--- config.mk ---
export PLATFORM = sky130hd
export DESIGN_NAME = multdiv_unit
export DESIGN_NICKNAME = d
export VERILOG_FILES = /design/src/rtl/multdiv_unit.sv
export SDC_FILE = /design/constraint.sdc
export NUM_CORES = 1
export LEC_CHECK = 0
export BUFFER_PORTS_ARGS = -buffer_cell sky130_fd_sc_hd__buf_2
export CAP_MARGIN = 20
export CORE_MARGIN = 8
export CORE_UTILIZATION = 60
export CTS_CLUSTER_SIZE = 40
export DETAILED_ROUTE_END_ITERATION = 10
export PLACE_DENSITY_LB_ADDON = 0.2
export SLEW_MARGIN = 10
export SYNTH_ARGS = -nofsm -noshare
export SYNTH_HDL_FRONTEND = slang
export SYNTH_SLANG_ARGS = --single-unit
--- constraint.sdc ---
create_clock -name clock -period 8.85 [get_ports clock]
set_input_delay 0.4425 -clock clock [delete_from_list [all_inputs] [get_ports clock]]
set_output_delay 0.4425 -clock clock [all_outputs]
set_load 0.02 [all_outputs]
--- src/rtl/multdiv_unit.sv ---
// Iterative signed multiply/divide unit for the execute stage.
// Multiply uses radix-2 Booth. Divide uses restoring division on the operand magnitudes.
// Each takes one iteration per clock. Busy stalls the pipeline while an operation is in flight.
// Optional macro MULTDIV_ZERO_SHORTCUT_EN makes zero operands finish after one iteration.
// Divide-by-zero always takes that one-iteration exit.
module multdiv_unit #(
    parameter int unsigned WIDTH = 32,
    parameter int unsigned CNT_W = 6
) (
    input  logic             clock,
    input  logic             reset,
    input  logic             ctrl_MULT,
    input  logic             ctrl_DIV,
    input  logic [WIDTH-1:0] data_operandA,
    input  logic [WIDTH-1:0] data_operandB,
    output logic [WIDTH-1:0] data_result,
    output logic             data_exception,
    output logic             data_resultRDY,
    output logic             busy
);

    localparam logic [1:0] StIdle = 2'd0;
    localparam logic [1:0] StMult = 2'd1;
    localparam logic [1:0] StDiv  = 2'd2;
    localparam logic [1:0] StDone = 2'd3;

    logic [1:0]       state_q, state_d;
    logic [CNT_W-1:0] cnt_q, cnt_d;
    // hi: Booth accumulator (one guard bit) or division remainder
    logic [WIDTH:0]   hi_q, hi_d;
    // lo: Booth multiplier / product low half, or dividend shifting into quotient
    logic [WIDTH-1:0] lo_q, lo_d;
    logic             qm1_q, qm1_d;
    // m: multiplicand, or divisor magnitude
    logic [WIDTH-1:0] m_q, m_d;
    logic             neg_q, neg_d;
    logic             ovf_q, ovf_d;
    logic [WIDTH-1:0] result_q, result_d;
    logic             exc_q, exc_d;

    logic               start;
    logic               cnt_last;
    logic               zero_short;
    logic [WIDTH:0]     m_ext;
    logic [WIDTH:0]     booth_sum;
    logic [2*WIDTH-1:0] prod;
    logic               mult_ovf;
    logic [WIDTH:0]     div_shift;
    logic [WIDTH:0]     div_trial;
    logic [WIDTH-1:0]   abs_a;
    logic [WIDTH-1:0]   abs_b;

    assign start    = ((state_q == StIdle) || (state_q == StDone)) && (ctrl_MULT || ctrl_DIV);
    assign cnt_last = (cnt_q == CNT_W'(WIDTH));
    assign abs_a    = data_operandA[WIDTH-1] ? -data_operandA : data_operandA;
    assign abs_b    = data_operandB[WIDTH-1] ? -data_operandB : data_operandB;

`ifdef MULTDIV_ZERO_SHORTCUT_EN
    // At count 0 no iteration has run yet, so m and lo still hold the latched operands.
    assign zero_short = (cnt_q == '0) &&
                        (((state_q == StMult) && ((m_q == '0) || (lo_q == '0))) ||
                         ((state_q == StDiv) && (lo_q == '0)));
`else
    assign zero_short = 1'b0;
`endif

    // Datapath arithmetic for one Booth step and one restoring-division step
    always_comb begin
        m_ext = {m_q[WIDTH-1], m_q};
        case ({lo_q[0], qm1_q})
            2'b01:   booth_sum = hi_q + m_ext;
            2'b10:   booth_sum = hi_q - m_ext;
            default: booth_sum = hi_q;
        endcase
        prod      = {hi_q[WIDTH-1:0], lo_q};
        mult_ovf  = !((&prod[2*WIDTH-1:WIDTH-1]) || !(|prod[2*WIDTH-1:WIDTH-1]));
        div_shift = {hi_q[WIDTH-1:0], lo_q[WIDTH-1]};
        div_trial = div_shift - {1'b0, m_q};
    end

    // Next-state logic: iteration, completion, and start acceptance
    always_comb begin
        state_d  = state_q;
        cnt_d    = cnt_q;
        hi_d     = hi_q;
        lo_d     = lo_q;
        qm1_d    = qm1_q;
        m_d      = m_q;
        neg_d    = neg_q;
        ovf_d    = ovf_q;
        result_d = result_q;
        exc_d    = exc_q;
        case (state_q)
            StMult: begin
                if (zero_short) begin
                    state_d  = StDone;
                    result_d = '0;
                    exc_d    = 1'b0;
                end else if (cnt_last) begin
                    state_d  = StDone;
                    result_d = prod[WIDTH-1:0];
                    exc_d    = mult_ovf;
                end else begin
                    hi_d  = {booth_sum[WIDTH], booth_sum[WIDTH:1]};
                    lo_d  = {booth_sum[0], lo_q[WIDTH-1:1]};
                    qm1_d = lo_q[0];
                    cnt_d = cnt_q + CNT_W'(1);
                end
            end
            StDiv: begin
                if (m_q == '0) begin
                    state_d  = StDone;
                    result_d = '0;
                    exc_d    = 1'b1;
                end else if (zero_short) begin
                    state_d  = StDone;
                    result_d = '0;
                    exc_d    = 1'b0;
                end else if (cnt_last) begin
                    state_d  = StDone;
                    result_d = neg_q ? -lo_q : lo_q;
                    exc_d    = ovf_q;
                end else begin
                    if (!div_trial[WIDTH]) begin
                        hi_d = div_trial;
                        lo_d = {lo_q[WIDTH-2:0], 1'b1};
                    end else begin
                        hi_d = div_shift;
                        lo_d = {lo_q[WIDTH-2:0], 1'b0};
                    end
                    cnt_d = cnt_q + CNT_W'(1);
                end
            end
            StDone:  state_d = StIdle;
            default: ;
        endcase
        // MULT wins when both start inputs are high
        if (start) begin
            cnt_d = '0;
            hi_d  = '0;
            qm1_d = 1'b0;
            if (ctrl_MULT) begin
                state_d = StMult;
                m_d     = data_operandA;
                lo_d    = data_operandB;
                neg_d   = 1'b0;
                ovf_d   = 1'b0;
            end else begin
                state_d = StDiv;
                m_d     = abs_b;
                lo_d    = abs_a;
                neg_d   = data_operandA[WIDTH-1] ^ data_operandB[WIDTH-1];
                ovf_d   = (data_operandA == {1'b1, {(WIDTH-1){1'b0}}}) && (&data_operandB);
            end
        end
    end

    // State registers with asynchronous clear
    always_ff @(posedge clock or posedge reset) begin
        if (reset) begin
            state_q  <= StIdle;
            cnt_q    <= '0;
            hi_q     <= '0;
            lo_q     <= '0;
            qm1_q    <= 1'b0;
            m_q      <= '0;
            neg_q    <= 1'b0;
            ovf_q    <= 1'b0;
            result_q <= '0;
            exc_q    <= 1'b0;
        end else begin
            state_q  <= state_d;
            cnt_q    <= cnt_d;
            hi_q     <= hi_d;
            lo_q     <= lo_d;
            qm1_q    <= qm1_d;
            m_q      <= m_d;
            neg_q    <= neg_d;
            ovf_q    <= ovf_d;
            result_q <= result_d;
            exc_q    <= exc_d;
        end
    end

    assign busy           = (state_q == StMult) || (state_q == StDiv);
    assign data_resultRDY = (state_q == StDone);
    assign data_result    = result_q;
    assign data_exception = exc_q;

endmodule

==> Word-level counts from Yosys, hierarchy flattened <==
Index checks and enable logic that the tools add are counted.
{ "word_totals": {"reg_bits": 141, "latch_bits": 0, "ram_bits": 0, "romBits": 0, "inputBits": 68, "output_inout_bits": 35, "wordCells": 92, "n_memories": 0} }
{ "classes": {"addsub": 7, "n_mul": 0, "div": 0, "magnitude_cmp": 0, "eq_ne": 13, "shift": 0, "muxes": 40, "n_bitwise": 1, "reduce_logical": 21} }
{ "op_table": {"columns": ["operator", "n"], "rows": [
  ["2-to-1 mux 32 bit", 12],
  ["2-to-1 mux 33 bit", 5],
  ["case mux 33 bit (2 select lines)", 2],
  ["case mux 32 bit (2 select lines)", 2],
  ["negation 32 bit", 3],
  ["adder 33 bit", 1],
  ["AND reduction 33 bit", 1],
  ["OR reduction 33 bit", 1],
  ["subtractor 33 x 32 -> 33 bit", 1],
  ["subtractor 33 bit", 1],
  ["== test 32 bit, second input constant", 1],
  ["logical NOT 32 bit", 1],
  ["AND reduction 32 bit", 1],
  ["2-to-1 mux 6 bit", 3],
  ["!= test 3 bit, second input constant", 4],
  ["case mux 6 bit (2 select lines)", 1],
  ["2-to-1 mux 1 bit", 9],
  ["2-to-1 mux 2 bit", 4],
  ["adder 6 x 1 -> 6 bit, second input constant", 1],
  ["== test 2 bit, second input constant", 3],
  ["== test 6 bit, second input constant", 1],
  ["case mux 2 bit (3 select lines)", 1],
  ["== test 2 x 1 -> 1 bit, second input constant", 2],
  ["logical OR 1 bit", 4],
  ["12 further kinds", 17]
]} }

==> Logic depth before layout (Yosys ltp) <==
{ "depth": {"ltp_word": 6, "depth_mapped": 23, "ltp_nobuf": 21} }

==> Worst setup path after synthesis <==
No wires, ideal clock.
{ "synth_timing": {"path_type": "register to register", "startpoint": "register lo_q[31]", "endpoint": "register hi_q[18]", "setup_time_ns": 0.066, "t_arrival_ns": 4.317, "t_required_ns": 8.784, "path_slack_ns": 4.467, "stages_incl_launch_ff": 23, "path_buffers": 1, "synth_period_minus_slack_ns": 4.383, "cell_sequence": "dfrtp_1 > inv_1 > ha_1 > inv_1 > fa_1 > a21o_1 > a22o_1 > o211ai_1 > nand4b_1 > a221oi_1 > o21bai_1 > a21o_1 > nand3_1 > a21oi_1 > a211o_1 > ha_1 > clkbuf_1 > clkinv_1 > or3_1 > mux2i_1 > o21ai_0 > o21ai_0 > a22o_1"} }
{ "synth_between": {"elab_chain_len": 6} }
{ "synth_rtl": {"columns": ["element", "line_no", "rtl"], "rows": [
  ["start, declared", "32", "logic [WIDTH-1:0] lo_q, lo_d;"],
  ["start signal, assigned", "175", "lo_q <= lo_d;"],
  ["subtractor 33 x 32 -> 33 bit", "78", "div_trial = div_shift - {1'b0, m_q};"],
  ["2-to-1 mux 33 bit", "124", "if (!div_trial[WIDTH]) begin"],
  ["2-to-1 mux 33 bit", "119", "end else if (cnt_last) begin"],
  ["2-to-1 mux 33 bit", "111", "if (m_q == '0) begin"],
  ["case mux 33 bit (2 select lines)", "93", "case (state_q)"],
  ["2-to-1 mux 33 bit", "138", "if (start) begin"],
  ["end signal, assigned", "174", "hi_q <= hi_d;"],
  ["end, declared", "30", "logic [WIDTH:0] hi_q, hi_d;"]
]} }
Every way passes these cells. The select of a mux whose other input is x is not followed.
A chain may end at the register's enable or synchronous reset.

==> Worst setup path in the final report <==
Ends and elaborated chain as after synthesis.

==> flow_summary.json <==
{
  "tightestPinTransition_ns": 1.05,
  "holdBufCountCts": 0,
  "critPathCaptureType": "flop",
  "syn_nets": 1901,
  "yosysSeqAreaShare_pct": 26.4,
  "final_util_pct": 67.2,
  "layout_common_cells": "nand2_1, o21ai_0, dfrtp_1, nor2_1, a21oi_1",
  "path_class": "flop to flop",
  "syn_to_final_growth_pct": 9.73,
  "netlist_area_um2": 13400,
  "totalWireLength_mm": 42.1,
  "yosys-top-cells-area": "dfrtp_1, o21ai_0, ha_1",
  "synth_edf_count": 0,
  "core_area_um2": 21800,
  "slowest_delay_ns": 0.58,
  "h-tree-depth": 4,
  "cp_cell_sequence": "inv_1, ha_1, inv_1, fa_1, a21o_1, a22o_1, o211ai_1, nand4b_1, a221oi_1, o21bai_1, a21o_1, nand3_1, a21oi_1, a211o_1, ha_1, buf_4, clkinv_1, or3_1, mux2i_1, o21ai_0, o21ai_0, a22o_1",
  "cts.reportedPaths.clkPinSlew_ns": 0.07,
  "pwr-share-comb_pct": 68.6,
  "final.setup.tns_ns": 0,
  "firstDrtPassIters": 5,
  "final_common_cell": "nand2_1",
  "antenna_found_initial": 1,
  "max_freq_ghz": 0.172,
  "seqPwrFrac_pct": 18.5,
  "final-setup-viol-count": 0,
  "grt_start_max_net_pins": 107,
  "crit_buf_inv": 4,
  "synthCells": 1755,
  "cts_root_buffer": "clkbuf_16",
  "wl_per_cell_um": 20.2,
  "status": "complete, no violations",
  "io_pins": 103,
  "max_slew_margin_pct": 30.0,
  "die_y_um": 165,
  "start_util_pct": 61.3,
  "ir_drop_uv": 310,
  "postCtsSetupBuffers": 0,
  "nFillCells": 1872,
  "rsz0062_at_grt": "no",
  "startpoint_type": "flop",
  "synth-main-ff-cell": "dfrtp_1",
  "vias_per_cell": 6.51,
  "synth-warning-count": 0,
  "die_area_um2": 27300,
  "ys_types": 74,
  "power.density_nw_per_um2": 433,
  "dp_hpwl_mm": 30.9,
  "cts_inserted_buffers": 17,
  "track_usage_pct": 30.7,
  "power.internal_uw": 3050,
  "min_period_over_period_pct": 65.8,
  "cts_tree": "yes",
  "finalHoldViolCount": 0,
  "cts_resized": 0,
  "cp_max_fo": 35,
  "report.final.slew_viol_count": 0,
  "ant_nets": 0,
  "worstPathRequired_ns": 9.22,
  "grt_pass1_wl_mm": 67.6,
  "insertion_delay_ns": 0.44,
  "hold_class": "input pin to async pin",
  "yosysTopAreaCellShare_pct": 26.4,
  "rows": 54,
  "drc": 0,
  "fin_crit_ns": 5.82,
  "switching_power_uw": 3310,
  "portBuffers": 102,
  "fin_nets": 1936,
  "synth_top_cell_by_area": "dfrtp_1",
  "ys_ff_latch": 141,
  "crit_family": "compound AO/OA/AOI/OAI gates",
  "finalClockSkew_ns": 0.0167,
  "clockPowerShare_pct": 13.0,
  "drv_cap": 0,
  "vias": 13600,
  "cts.sinks": 141,
  "p_leak_uw": 0.00656,
  "critical_path.slowest_cell": "clkinv_1",
  "gr-total-overflow": 0,
  "first_global_vias": 13000,
  "drive_gt1_share_pct": 9.76,
  "syn_avg_cell_area_um2": 7.62,
  "finalWeightedCongestion": 0.936,
  "switching_share_pct": 52.1,
  "die_width_um": 165,
  "clock_path_buffers": 2,
  "ys_async_sr_fraction_pct": 100,
  "arrival_ns": 6.20,
  "drt_iter0_drc": 1307
}
-- metal layers --
metal,global-route usage [%],up-vias,share of wire [%],routed length [µm]
met2,49.2,594,46,19400
met1,41.2,6479,44,18500
met4,12.1,0,3.1,1280
li1,-,6419,-,-
met5,0,-,0,0
met3,4.19,97,6.9,2910
-- flip-flops by register name, indices dropped and copies added (netlist names), 2 cells and up --
register,flops
data_result,32
cnt_q,6
lo_q,32
hi_q,33
state_q,2
m_q,32
-- path summary, 6_finish.rpt --
path                                        start  cells past startpoint  slack [ns]               to
max in group asynchronous                   reset                      3        7.44         hi_q[14]
worst min-delay path                        reset                      2        0.18  data_result[28]
worst min register to register    data_result[10]                      2        0.47  data_result[10]
worst max register to register           lo_q[31]                     22        3.03         hi_q[18]
worst max-delay path                     lo_q[31]                     22        3.03         hi_q[18]
min in group clock              data_operandA[15]                      3        0.35          m_q[15]
-- worst register-to-register path: stages (launching register included) --
cell	delay (ns)
dfrtp_1	0.45
inv_1	0.10
ha_1	0.17
inv_1	0.05
fa_1	0.40
a21o_1	0.22
a22o_1	0.22
o211ai_1	0.34
nand4b_1	0.18
a221oi_1	0.55
o21bai_1	0.12
a21o_1	0.23
nand3_1	0.09
a21oi_1	0.07
a211o_1	0.28
ha_1	0.27
buf_4	0.40
clkinv_1	0.59
or3_1	0.50
mux2i_1	0.15
o21ai_0	0.11
o21ai_0	0.12
a22o_1	0.16
-- through the flow --
stage	setup slack (ns)	instance area, µm²	hold slack [ns]	power, µW	cells
after floorplan	4.47	13400	0.442	4360	1755
after global placement	3.34	14000	0.457	5330	2051
after detailed placement	3.13	14000	0.465	5410	2051
after CTS	3.11	14700	0.242	6270	2083
after global routing	2.69	14700	0.274	6860	2084
final	3.03	14700	0.185	6360	2086
-- cells by family (layout without fill, tap and decap cells) --
kind of cell	Yosys count	in the layout	synth area share (%)
xor+xnor	171	171	11.2
simple gates	565	565	19.5
buf+inv	171	219	4.84
mux	52	52	3.92
compound gates	577	577	26.8
flops	141	141	26.4
other cells	0	3	0
fa+ha+maj	78	78	7.41
-- synthesized netlist by cell type, types with 14 or more instances --
master / n
inv_1: 70
a211oi_1: 15
nand3_1: 14
nor4_1: 26
nand4_1: 28
mux2i_1: 49
xor2_1: 81
or3_1: 17
o211ai_1: 21
a21oi_1: 133
clkbuf_1: 87
o31ai_1: 25
nor3_1: 29
and3_1: 14
nor2_1: 134
a31oi_1: 22
nand2_1: 244
xnor2_1: 90
a21o_1: 33
ha_1: 76
dfrtp_1: 141
o21ai_0: 209
-- cell type report --
cell class	instances	area [µm²]	share of cell area, %
Inverter	72	275	1.88
Multi-Input combinational cell	1443	9250	63.0
Clock inverter	14	215	1.47
Antenna cell	3	7.51	0.0512
Clock buffer	18	439	2.99
Timing Repair Buffer	115	611	4.16
Tap cell	280	350	2.39
Sequential cell	141	3530	24.0
-- power by group through the flow --
stage / combinational [µW] / sequential, µW / clock (µW)
after global placement: 4160 / 1160 / 0
after CTS: 4280 / 1160 / 824
after detailed placement: 4230 / 1170 / 0
after floorplan: 3310 / 1050 / 0
after global routing: 4800 / 1200 / 850
final: 4360 / 1170 / 825
No activity file was read; power rests on OpenSTA's default activity.
